<file path="config.mk">
export PLATFORM = sky130hd
export DESIGN_NAME = fifo_uart_tx
export DESIGN_NICKNAME = d
export VERILOG_FILES = /design/src/rtl/fifo_uart_tx_pkg.sv /design/src/rtl/uart_baud_tick.sv /design/src/rtl/fifo_uart_tx.sv
export SDC_FILE = /design/constraint.sdc
export NUM_CORES = 1
export LEC_CHECK = 0
export BUFFER_PORTS_ARGS = -buffer_cell sky130_fd_sc_hd__buf_2
export CORE_MARGIN = 3
export CORE_UTILIZATION = 50
export CTS_CLUSTER_SIZE = 8
export DETAILED_ROUTE_END_ITERATION = 10
export PLACE_DENSITY = 0.74
export SKIP_LAST_GASP = 1
export SLEW_MARGIN = 40
export SYNTH_ARGS = -nofsm -noshare
export SYNTH_HDL_FRONTEND = slang
export SYNTH_SLANG_ARGS = --single-unit
</file>
<file path="constraint.sdc">
create_clock -name clk -period 3.9 [get_ports clk]
set_clock_uncertainty 0.15 [all_clocks]
set_input_delay 0.195 -clock clk [delete_from_list [all_inputs] [get_ports clk]]
set_output_delay 0.195 -clock clk [all_outputs]
set_load 0.1 [all_outputs]
</file>
<file path="src/rtl/fifo_uart_tx_pkg.sv">
// fifo_uart_tx_pkg
// Shared definitions for the FIFO-to-UART drain stage: FSM state
// encodings, UART 8N1 frame constants and the word-to-byte helper.
// No ports (package).
package fifo_uart_tx_pkg;

  localparam logic [2:0] S_IDLE  = 3'd0;
  localparam logic [2:0] S_POP   = 3'd1;
  localparam logic [2:0] S_LOAD  = 3'd2;
  localparam logic [2:0] S_START = 3'd3;
  localparam logic [2:0] S_DATA  = 3'd4;
  localparam logic [2:0] S_STOP  = 3'd5;

  localparam int   DATA_BITS  = 8;
  localparam int   STOP_BITS  = 1;
  localparam logic IDLE_LEVEL = 1'b1;

  // Number of UART bytes carried by one popped FIFO word.
  function automatic int bytes_per_word(input int data_width);
    return data_width / DATA_BITS;
  endfunction

endpackage

</file>
<file path="src/rtl/uart_baud_tick.sv">
// uart_baud_tick
// Bit-period timer for the UART transmitter. While run is high it counts
// 0..CLKS_PER_BIT-1 and pulses tick on the terminal count; pre_tick marks
// the cycle just before tick so a registered output can line up with the
// last cycle of a bit. The counter is held at zero while run is low, so
// every bit sequence starts with a full-length first bit.
// Ports:
//   clk       in   system clock, rising edge
//   rst       in   synchronous active-high reset
//   run       in   enable counting; low clears the counter
//   tick      out  one-cycle pulse every CLKS_PER_BIT cycles while run=1
//   pre_tick  out  high the cycle before tick
module uart_baud_tick #(
  parameter int CLKS_PER_BIT = 868
) (
  input  logic clk,
  input  logic rst,
  input  logic run,
  output logic tick,
  output logic pre_tick
);

  localparam int CNT_W = (CLKS_PER_BIT > 1) ? $clog2(CLKS_PER_BIT) : 1;
  localparam logic [CNT_W-1:0] CNT_LAST = CNT_W'(CLKS_PER_BIT - 1);
  localparam logic [CNT_W-1:0] CNT_PRE  = CNT_W'(CLKS_PER_BIT - 2);

  logic [CNT_W-1:0] baud_cnt;

  always_ff @(posedge clk) begin
    if (rst || !run) begin
      baud_cnt <= '0;
    end else if (baud_cnt == CNT_LAST) begin
      baud_cnt <= '0;
    end else begin
      baud_cnt <= baud_cnt + 1'b1;
    end
  end

  assign tick     = run && (baud_cnt == CNT_LAST);
  assign pre_tick = run && (baud_cnt == CNT_PRE);

endmodule

</file>
<file path="src/rtl/fifo_uart_tx.sv">
// fifo_uart_tx
// Drain stage between a synchronous FIFO read port and a UART TX pin.
// Pops one DATA_WIDTH word per transaction and sends it as DATA_WIDTH/8
// 8N1 frames, least-significant byte first, LSB first within each byte.
// Ports:
//   clk         in   system clock, rising edge
//   rst         in   synchronous active-high reset
//   en          in   pop enable, only honoured while idle
//   fifo_empty  in   FIFO EMPTY flag
//   fifo_dout   in   FIFO read data, valid the cycle after fifo_rd
//   fifo_rd     out  one-cycle pop strobe
//   tx          out  serial line, idles high
//   busy        out  high from pop strobe until the last stop bit ends
//   word_done   out  pulse on the last cycle of the word's final stop bit
module fifo_uart_tx
  import fifo_uart_tx_pkg::*;
#(
  parameter int DATA_WIDTH   = 32,
  parameter int CLKS_PER_BIT = 868
) (
  input  logic                  clk,
  input  logic                  rst,
  input  logic                  en,
  input  logic                  fifo_empty,
  input  logic [DATA_WIDTH-1:0] fifo_dout,
  output logic                  fifo_rd,
  output logic                  tx,
  output logic                  busy,
  output logic                  word_done
);

  localparam int BPW        = bytes_per_word(DATA_WIDTH);
  localparam int BYTE_CNT_W = $clog2(BPW) + 1;
  localparam logic [BYTE_CNT_W-1:0] LAST_BYTE = BYTE_CNT_W'(BPW - 1);
  localparam logic [2:0]            LAST_BIT  = 3'(DATA_BITS - 1);

  if ((DATA_WIDTH % 8) != 0 || DATA_WIDTH < 8) begin : g_bad_width
    $error("fifo_uart_tx: DATA_WIDTH must be a non-zero multiple of 8");
  end
  if (CLKS_PER_BIT < 2) begin : g_bad_baud
    $error("fifo_uart_tx: CLKS_PER_BIT must be at least 2");
  end
  if (STOP_BITS != 1) begin : g_bad_stop
    $error("fifo_uart_tx: only one stop bit is supported");
  end

  logic [2:0]            state;
  logic [DATA_WIDTH-1:0] shift;
  logic [2:0]            bit_cnt;
  logic [BYTE_CNT_W-1:0] byte_cnt;
  logic                  run;
  logic                  tick;
  logic                  pre_tick;

  // The bit timer only runs while a frame is on the wire, so it restarts
  // from zero at every start bit of a fresh word.
  assign run = (state == S_START) || (state == S_DATA) || (state == S_STOP);

  uart_baud_tick #(
    .CLKS_PER_BIT(CLKS_PER_BIT)
  ) u_baud (
    .clk     (clk),
    .rst     (rst),
    .run     (run),
    .tick    (tick),
    .pre_tick(pre_tick)
  );

  // Main FSM. tx is registered and loaded with the next bit value on the
  // edge that ends the current bit. The whole word is shifted right as one
  // register, so after eight data bits shift[0] is already the LSB of the
  // next byte. A reset drops the in-flight word; nothing is re-popped.
  always_ff @(posedge clk) begin
    if (rst) begin
      state     <= S_IDLE;
      tx        <= IDLE_LEVEL;
      fifo_rd   <= 1'b0;
      busy      <= 1'b0;
      word_done <= 1'b0;
      shift     <= '0;
      bit_cnt   <= '0;
      byte_cnt  <= '0;
    end else begin
      // Set one cycle early so the pulse coincides with the final stop
      // cycle rather than the first idle cycle.
      word_done <= (state == S_STOP) && (byte_cnt == LAST_BYTE) && pre_tick;

      case (state)
        S_IDLE: begin
          tx <= IDLE_LEVEL;
          if (en && !fifo_empty) begin
            fifo_rd <= 1'b1;
            busy    <= 1'b1;
            state   <= S_POP;
          end
        end
        S_POP: begin
          fifo_rd <= 1'b0;
          state   <= S_LOAD;
        end
        S_LOAD: begin
          shift    <= fifo_dout;
          byte_cnt <= '0;
          tx       <= 1'b0;
          state    <= S_START;
        end
        S_START: begin
          if (tick) begin
            bit_cnt <= '0;
            tx      <= shift[0];
            state   <= S_DATA;
          end
        end
        S_DATA: begin
          if (tick) begin
            shift <= shift >> 1;
            if (bit_cnt == LAST_BIT) begin
              tx    <= IDLE_LEVEL;
              state <= S_STOP;
            end else begin
              bit_cnt <= bit_cnt + 1'b1;
              tx      <= shift[1];
            end
          end
        end
        S_STOP: begin
          if (tick) begin
            if (byte_cnt < LAST_BYTE) begin
              byte_cnt <= byte_cnt + 1'b1;
              tx       <= 1'b0;
              state    <= S_START;
            end else begin
              busy  <= 1'b0;
              state <= S_IDLE;
            end
          end
        end
        default: begin
          state   <= S_IDLE;
          tx      <= IDLE_LEVEL;
          fifo_rd <= 1'b0;
          busy    <= 1'b0;
        end
      endcase
    end
  end

endmodule

</file>
-- Word level (Yosys, flattened, before mapping)
Index checks and enable logic that the tools add are counted.
- bitwise operators: 3
- magnitude comparators: 1
- reduce and logical (&&, ||, !) cells: 24
- add/sub/neg operators: 3
- multiplexer cells: 27
- equal/unequal tests: 17
- operator list (operator ; count):
    32-bit case mux with 2 select lines ; 1
    32-bit 2-to-1 mux ; 1
    3-bit 2-to-1 mux ; 10
    10-bit equality test, second input constant ; 2
    3-bit case mux with 6 select lines ; 1
    2-bit != test, second input constant ; 6
    3-bit case mux with 2 select lines ; 2
    10-bit by 1-bit adder with 10-bit output, second input constant ; 1
    5-bit AND reduction ; 2
    3-bit by 2-bit equality test with 1-bit output, second input constant ; 3
    3-bit equality test, second input constant ; 3
    1-bit 2-to-1 mux ; 8
    4-bit AND reduction ; 2
    4-bit OR reduction ; 2
    3-bit by 1-bit adder with 3-bit output, second input constant ; 2
    2-bit nonzero test ; 3
    1-bit logical AND ; 5
    1-bit case mux with 5 select lines ; 1
    2-bit by 1-bit != test with 1-bit output, second input constant ; 2
    2-bit AND reduction ; 2
    3-bit by 1-bit equality test with 1-bit output, second input constant ; 1
    3-bit zero test ; 1
    1-bit logical OR ; 3
    3-bit by 2-bit less-than comparator with 1-bit output, second input constant ; 1
    7 further kinds ; 10
- input bits: 36
- logic and storage cells: 84
- register bits: 55

-- Longest topological paths before layout
Gate-level depths: netlist (run 1).
- word-level depth: 6
- gate-level depth with buffers: 8

-- Hierarchy
Synthesis (run 1) repeated with hierarchy kept, for this count alone.
- cell total of the unflattened synthesis: 270
- area total of the unflattened synthesis: 2691.3 sq um
- by module, submodules not included (module ; instances ; cells each ; area each (sq um)):
    fifo_uart_tx ; 1 ; 218 ; 2209.6
    uart_baud_tick ; 1 ; 52 ; 481.7

-- Worst setup path before layout (run 1)
Ideal clock, no wire load.
- path kind: register to register
- from: register u_baud.baud_cnt[4]
- to: register shift[10]
- cell stages (with the launch flop): 9
- data arrival time: 1.525 ns
- setup time: 0.146 ns
- setup slack: 2.079 ns
- path through: dfxtp_1 buf_2 nor4b_4 and4_1 buf_4 or2_1 buf_4 buf_6 a211oi_2
- longest elaborated chain between the ends: 4
- ends and longest elaborated chain (item ; line ; text):
    start: declaration ; uart_baud_tick.sv:27 ; logic [CNT_W-1:0] baud_cnt;
    start signal: assignment ; uart_baud_tick.sv:35 ; baud_cnt <= baud_cnt + 1'b1;
    10-bit equality test ; uart_baud_tick.sv:39 ; assign tick = run && (baud_cnt == CNT_LAST);
    1-bit logical AND ; uart_baud_tick.sv:39 ;
    2-bit != test (no line) ; - ;
    2-bit AND reduction (no line) ; - ;
    end signal: assignment ; fifo_uart_tx.sv:102 ; shift <= fifo_dout;
    end signal: assignment ; fifo_uart_tx.sv:116 ; shift <= shift >> 1;
    end: declaration ; fifo_uart_tx.sv:48 ; logic [DATA_WIDTH-1:0] shift;
No other way between the ends.
A chain may end at the register's enable or synchronous reset.

-- Final worst setup path (run 1)
- from: register state[2]
- to: register shift[21]
- longest elaborated chain between the ends: 6
- ends and longest elaborated chain (item ; line ; text):
    start: declaration ; fifo_uart_tx.sv:47 ; logic [2:0] state;
    start signal: assignment ; fifo_uart_tx.sv:75 ; state <= S_IDLE;
    start signal: assignment ; fifo_uart_tx.sv:94 ; state <= S_POP;
    start signal: assignment ; fifo_uart_tx.sv:99 ; state <= S_LOAD;
    3-bit by 2-bit equality test with 1-bit output or 3-bit equality test (tied branches) ; fifo_uart_tx.sv:57, fifo_uart_tx.sv:88 ;
    1-bit logical OR (2 in a row) ; fifo_uart_tx.sv:57 ; assign run = (state == S_START) || (state == S_DATA) || (state == S_STOP);
    1-bit logical AND ; uart_baud_tick.sv:39 ;
    2-bit != test (no line) ; - ;
    2-bit AND reduction (no line) ; - ;
Several ways; a longest one is shown, not always the timed one.

==> key figures, run 1 <==
Logic synthesis
  • Netlist cell types: 46
  • EDFF count, synth: 0
  • Synth Instances: 289
  • Synth area leaders: dfxtp_1, a211oi_2, mux2i_1, nor3_1, ha_1
  • Net count after synthesis: 332
  • Top-area cell type share of the netlist area: 38.5%
  • Largest family of logic cells by synthesized area: simple AND/OR/NAND/NOR gates
  • Fraction of the mapped netlist area in simple logic gates: 20.1%
  • Post-Synth Adder-Cell Area: 3.06%
  • Yosys reg bits: 55
  • Post-Syn Area: 0.00286 sq mm
  • Synth Flop Type: dfxtp_1
  • Sequential cell area fraction in the yosys report: 38.5%
  • Post-Synth XOR/XNOR Area: 2.45%
  • Compound-Gate Fraction of Synth Area: 17.9%
  • Syn Area/Cell: 9.90 sq um
  • Mux share of post-synthesis cell area: 12.6%
  • Async SR Flop Fraction: 0%
  • Synth area leader: dfxtp_1
  • Synth warn: 0

Drt
  • Drt total wl: 5410 microns
  • Initial drt markers: 83
  • Vias: 2167
  • Post-DRT Antenna Nets: 0
  • Wire per inst: 14.0 microns
  • Post-route DRC violation count: 0
  • Drt via density: 5.59
  • Drt pass-1 iters: 4

Clock tree
  • Cts bufs inserted: 5
  • CTS Sinks: 55
  • Skew-Pair Late Insertion Delay: 0.31 ns
  • CTS Root Cell: clkbuf_8
  • Clk pin slew, worst setup/hold paths: 0.10 ns
  • CTS tree: built
  • Clock buffer depth: 2
  • PostCTS Resize Cnt: 0
  • H-tree depth: 2

Critical path
  • R2R cell count: 6
  • WP data arrival: 2.56 ns
  • CP Class: reg2reg
  • CP max-delay cell: dfxtp_1
  • Kind of end point of the critical path: flip-flop
  • Slowest cell delay on critical path: 0.62 ns
  • CP cell instances: nor3b_1 -> and4_1 -> buf_4 -> or2_1 -> buf_4 -> a211oi_2
  • Req. time, crit path: 3.93 ns
  • Worst-path maximum fanout: 33
  • Startpoint type of the worst setup path: flip-flop
  • CP dominant cell by count: buf_4

Power
  • Clock share of power: 23.6%
  • Comb pwr share: 26.1%
  • Sw Share: 32.4%
  • Worst IR Drop VDD: 0.309 mV
  • P_int: 0.000904 W
  • LEAKAGE: 1.33 nW
  • P per Cell Area: 424 mW/mm^2
  • P_sw: 0.000433 W
  • Total power: 0.00134 W
  • Seq pwr share: 50.3%

Timing
  • Max frequency: 396 MHz
  • Sum Neg Setup Slack: 0 ns
  • Slew Limit Headroom: 46.4%
  • Slew Limit Fails: 0
  • WHS: 0.0865 ns
  • Unrepaired setup endpoints after global routing: no
  • Final worst setup slack: 1.37 ns
  • Tcrit/Tclk final: 64.8%
  • Worst slew pin tran: 0.801 ns
  • Final Setup Violations: 0
  • Fin crit period: 2.53 ns
  • Hold Fails Final Rpt: 0

Placed design
  • Worst slack at placement: 1.38 ns
  • Gpl congestion: 0.794
  • Number of port buffers: 39
  • Detailed-placement wirelength estimate: 3690 microns

GRT
  • Largest net degree at the start of global routing: 34
  • Global Route Usage Sum: 17.7%
  • Total gr overflow: 0
  • First-pass GRT wire length: 9450 microns
  • Antenna violations before repair: 0
  • Vias in the first global route: 2140

Min path
  • HP Class: in2reg
  • Hold-critical path depth: 3

Floorplan
  • Die Y: 81.6 microns
  • Die width: 81.6 microns
  • Floorplan row count: 26
  • I/O pin count: 40
  • Die area: 0.00666 sq mm
  • Core area: 0.00530 sq mm
  • Initial Utilization: 53.9%

Layout
  • Final nets: 360
  • Final-layout fill cell count: 466
  • Antenna diodes: 0
  • Layout cells sized above 1: 27.7%
  • Synthesis-to-finish area growth: 10.1%
  • Most frequent cells in the layout: dfxtp_1, buf_2, mux2i_1
  • Most common cell after layout, fill and taps aside: dfxtp_1

Flow run
  • Max-cap violations: 0

Status
  • Outcome: completed
repair_timing:
item | in CTS | in global routing
endpoints found under the hold margin | 1 | 0
buffers inserted | 0 | 0
hold buffers | 1 | 0
power groups by stage:
stage          Sequential, W  Combinational (W)  Clock [W]
6_report            0.000673           0.000348   0.000316
2_1_floorplan       0.000704           0.000270          0
3_5_place_dp        0.000685           0.000352          0
5_1_grt             0.000683           0.000384   0.000347
3_3_place_gp        0.000683           0.000343          0
4_1_cts             0.000672           0.000353   0.000328
per-stage QoR:
stage | utilization, % | cell area [sq um] | std cells
finish | 59.4 | 3150 | 388
global route | 59.4 | 3150 | 388
CTS | 59.4 | 3150 | 388
detailed placement | 57.5 | 3050 | 379
floorplan | - | 2860 | 289
global placement | 57.5 | 3050 | 379
flip-flops by register name, summed over array words and instances, names as in the netlist:
signal / cells
busy: 1
word_done: 1
tx: 1
bit_cnt: 3
fifo_rd: 1
shift: 32
state: 3
u_baud.baud_cnt: 10
byte_cnt: 3
per-layer routing:
layer	part of all wire (%)	wire length, microns	track usage, %	vias up
met3	4.1	224	3.51	7
met4	1.3	71	5.65	0
met5	0	0	0	-
li1	-	-	-	1113
met2	47	2540	30.9	35
met1	48	2580	21.9	1012
cell families (layout without fill, tap and decap cells):
group | Yosys count | count (layout)
adder cells (fa/ha/maj) | 7 | 7
flip-flops | 55 | 55
buffers and inverters | 28 | 57
multiplexers | 36 | 36
AO/OA/AOI/OAI | 50 | 50
XOR/XNOR | 8 | 8
AND/OR/NAND/NOR | 105 | 105
critical path, delay by kind of cell, from the launching register on:
kind,cells,cell delay [ns]
flops,1,0.62
buf+inv,2,0.62
simple gates,3,0.90
compound gates,1,0.11
final cells by class:
cell class / instances / area, sq um / share of cell area, %
flip-flops and latches: 55 / 1100 / 35.0
clock inverters: 2 / 16.3 / 0.516
well taps: 70 / 87.6 / 2.78
inverters: 4 / 15.0 / 0.477
repair buffers: 45 / 243 / 7.71
clock buffers: 6 / 72.6 / 2.30
multi-input cells: 206 / 1610 / 51.3
path summary, 6_finish.rpt:
path	slack [ns]	startpoint	end
max reg2reg	1.37	state[2]	shift[21]
min reg2reg	0.32	bit_cnt[2]	bit_cnt[2]
max	1.37	state[2]	shift[21]
min	0.09	fifo_dout[28]	shift[28]
synth_stat cells (all sizes together), types with 3 or more instances:
cell type	instances
a211oi	32
a21oi	5
a31oi	3
buf	13
clkbuf	11
dfxtp	55
ha	7
inv	4
mux2i	35
nand2	15
nand3	7
nand3b	3
nor2	19
nor2b	3
nor3	35
nor3b	3
or2	4
xor2	6
Power figures use the tool's default switching activity.
==> run 2, diff against run 1 <==
ABC_AREA = 1   (was not set)
clock period = 2.55 ns   (was 3.9 ns; I/O delays follow)
==> run 2 against run 1 <==
  * Worst hold slack worse by 0.080 ns
  * Synthesized cell count is 45% higher
  * Worst setup slack worse by 0.71 ns
  * Global-route usage up 0.81 points
  * Maximum frequency up 34%
  * Register-to-register slack worse by 0.71 ns
  * Non-clock buffer count increased by 1
  * Cell count increased by 36%
  * Power grew 98%
  * Critical endpoint is now shift[12]
  * Largest cell class unchanged
  * Largest power group unchanged
==> key figures, run 2 <==
Critical path
  • CP dominant cell by count: nand2_4
  • Slowest cell delay on critical path: 0.40 ns (-0.22 ns)
  • Worst-path maximum fanout: 31 (-6.1%)
  • Req. time, crit path: 2.64 ns (-1.29 ns)
  • CP Class: reg2reg
  • Kind of end point of the critical path: flip-flop
  • CP cell instances: ha_1 -> nand3_1 -> nor2_4 -> nand2_4 -> nand2_4 -> nand2_1 -> a21oi_1
  • CP max-delay cell: dfxtp_1
  • Startpoint type of the worst setup path: flip-flop
  • WP data arrival: 1.98 ns (-0.58 ns)

Logic synthesis
  • Top-count cell post-synth: nand2_1
  • Synth Flop Type: dfxtp_1
  • Synth area leader: dfxtp_1
  • Commonest cells post-synth: nand2_1, dfxtp_1, nand3_1, a21oi_1, nor2_1
  • Top-area cell type share of the netlist area: 37.6% (-0.87 points)
  • EDFF count, synth: 0 (unchanged)
  • Synth warn: 0 (unchanged)
  • Syn Area/Cell: 6.97 sq um (-30%)
  • Net count after synthesis: 463 (+39%)
  • Sequential cell area fraction in the yosys report: 37.6% (-0.87 points)
  • Post-Syn Area: 0.00293 sq mm (+2.3%)
  • Synth area leaders: dfxtp_1, nand2_1, nand3_1, a21oi_1, nor2_1
  • Async SR Flop Fraction: 0% (unchanged)
  • Yosys reg bits: 55 (unchanged)
  • Synth Instances: 420 (+45%)
  • Netlist cell types: 28 (-39%)

GRT
  • Grt met3 use: 3.58% (+0.070 points)
  • Largest net degree at the start of global routing: 39 (+15%)
  • Vias in the first global route: 2418 (+13%)
  • Global Route Usage Sum: 18.6% (+0.81 points)
  • Antenna violations before repair: 0 (unchanged)
  • Grt met2 use: 33.7% (+2.8 points)
  • First-pass GRT wire length: 10100 microns (+7.4%)
  • Total gr overflow: 0 (unchanged)
  • M1 GR Usage: 22.4% (+0.47 points)
  • GR peak layer: met2

Layout
  • Layout cells sized above 1: 21.6% (-6.1 points)
  • Max reg flops: 32 (unchanged)
  • Final-layout fill cell count: 528 (+13%)
  • Biggest register: shift
  • Biggest regs: shift (32), u_baud.baud_cnt (10)
  • Most common cell after layout, fill and taps aside: nand2_1
  • Synthesis-to-finish area growth: 11.0%
  • Antenna diodes: 0 (unchanged)
  • Most frequent cells in the layout: nand2_1, dfxtp_1, nand3_1
  • Final nets: 496 (+38%)

Timing
  • Final worst setup slack: 0.660 ns (-0.713 ns)
  • Worst slew pin tran: 0.485 ns (-0.316 ns)
  • Sum Neg Setup Slack: 0 ns (unchanged)
  • Tcrit/Tclk final: 74.1% (+9.3 points)
  • Hold Fails Final Rpt: 0 (unchanged)
  • Final Setup Violations: 0 (unchanged)
  • Unrepaired setup endpoints after global routing: no
  • Slew Limit Fails: 0 (unchanged)
  • WHS: 0.00638 ns (-0.0801 ns)
  • Max frequency: 529 MHz (+34%)
  • Fin crit period: 1.89 ns (-0.637 ns)
  • Slew Limit Headroom: 67.9% (+22 points)

Floorplan
  • Floorplan row count: 27 (+3.8%)
  • I/O pin count: 40 (unchanged)
  • Die Y: 82.5 microns (+1.1%)
  • Die area: 0.00681 sq mm (+2.1%)
  • Initial Utilization: 52.5% (-1.4 points)
  • Core area: 0.00557 sq mm (+5.1%)
  • Die width: 82.5 microns (+1.1%)

Power
  • P per Cell Area: 816 mW/mm^2 (+92%)
  • Seq pwr share: 42.8% (-7.5 points)
  • Clock share of power: 22.4% (-1.2 points)
  • Worst IR Drop VDD: 0.488 mV (+58%)
  • Comb pwr share: 34.8% (+8.7 points)
  • P_int: 0.00164 W (+82%)
  • P_sw: 0.00101 W (+130%)
  • LEAKAGE: 1.44 nW (+8.6%)
  • Total power: 0.00265 W (+98%)
  • Sw Share: 38.0% (+5.6 points)

Clock tree
  • CTS Sinks: 55 (unchanged)
  • Clock buffer depth: 2 (unchanged)
  • CTS tree: built
  • H-tree depth: 2 (unchanged)
  • CTS Root Cell: clkbuf_8
  • PostCTS Resize Cnt: 0 (unchanged)
  • Hold bufs inserted after CTS: 2 (+1)
  • Skew-Pair Late Insertion Delay: 0.30 ns (about the same)
  • Cts bufs inserted: 5 (unchanged)
  • Clk pin slew, worst setup/hold paths: 0.10 ns (about the same)
  • # Post-CTS Setup Buffers: 0 (unchanged)

Placed design
  • Worst slack at placement: 0.668 ns (-0.707 ns)
  • Gpl congestion: 0.830 (+4.6%)
  • Detailed-placement wirelength estimate: 4020 microns (+9.1%)
  • Number of port buffers: 39 (unchanged)

Drt
  • Vias: 2649 (+22%)
  • Post-DRT Antenna Nets: 0 (unchanged)
  • Wire per inst: 11.3 microns (-19%)
  • Post-route DRC violation count: 0 (unchanged)
  • Drt pass-1 iters: 4 (unchanged)
  • Drt total wl: 5940 microns (+9.8%)
  • Drt via density: 5.04 (-9.8%)
  • Initial drt markers: 106 (+28%)

Status
  • Outcome: completed

Min path
  • HP Class: in2reg

Flow run
  • Max-cap violations: 0 (unchanged)
run 2: kinds of logic (layout without fill, tap and decap cells):
group	after synthesis	after routing	synth area share (%)
AOI/OAI and AO/OA	51	51	10.3
adders and majority gates	7	7	2.99
DFF	55	55	37.6
and+or+nand+nor	259	259	40.1
buffers and inverters	44	78	7.78
xor gates and xnor gates	4	4	1.20
run 2: critical path, delay by kind of cell, from the launching register on:
family,cells,cell delay (ns)
flip-flops,1,0.40
AO/OA/AOI/OAI,1,0.14
adder cells (fa/ha/maj),1,0.23
AND/OR/NAND/NOR,5,0.90
run 2: final cells by class:
cell class,instances,area [sq um],area share (%)
Multi-Input combinational cell,321,1600,49.2
Sequential cell,55,1100,33.9
Timing Repair Buffer,46,253,7.78
Inverter,24,90.1,2.77
Tap cell,72,90.1,2.77
Clock buffer,6,82.6,2.54
Clock inverter,2,35.0,1.08
run 2: worst paths after layout:
kind | depth (start not counted) | slack [ns] | from | endpoint
hold / removal | 5 | 0.006 | fifo_dout[13] | shift[13]
hold reg to reg | 2 | 0.32 | tx | tx
setup reg to reg | 7 | 0.66 | u_baud.baud_cnt[0] | shift[12]
setup / recovery | 7 | 0.66 | u_baud.baud_cnt[0] | shift[12]
run 2: metrics by stage:
stage	utilization (%)	cell area, sq um	instances
2_1_floorplan	-	2930	420
3_3_place_gp	55.8	3110	516
3_5_place_dp	55.8	3110	516
4_1_cts	58.3	3250	526
5_1_grt	58.3	3250	526
6_report	58.3	3250	526
run 2: power by group through the flow:
stage          Combinational, W  Sequential (W)  Clock [W]
3_3_place_gp           0.000914         0.00115          0
2_1_floorplan          0.000702         0.00124          0
3_5_place_dp           0.000921         0.00115          0
5_1_grt                 0.00105         0.00116   0.000643
6_report               0.000922         0.00113   0.000595
4_1_cts                0.000929         0.00113   0.000614
run 2: per-layer routing:
metal | wire, microns | share of wire, % | up-vias
met2 | 2920 | 49 | 46
met1 | 2750 | 46 | 1180
met5 | 0 | 0 | -
met4 | 29 | 0.49 | 0
li1 | - | - | 1421
met3 | 238 | 4.0 | 2
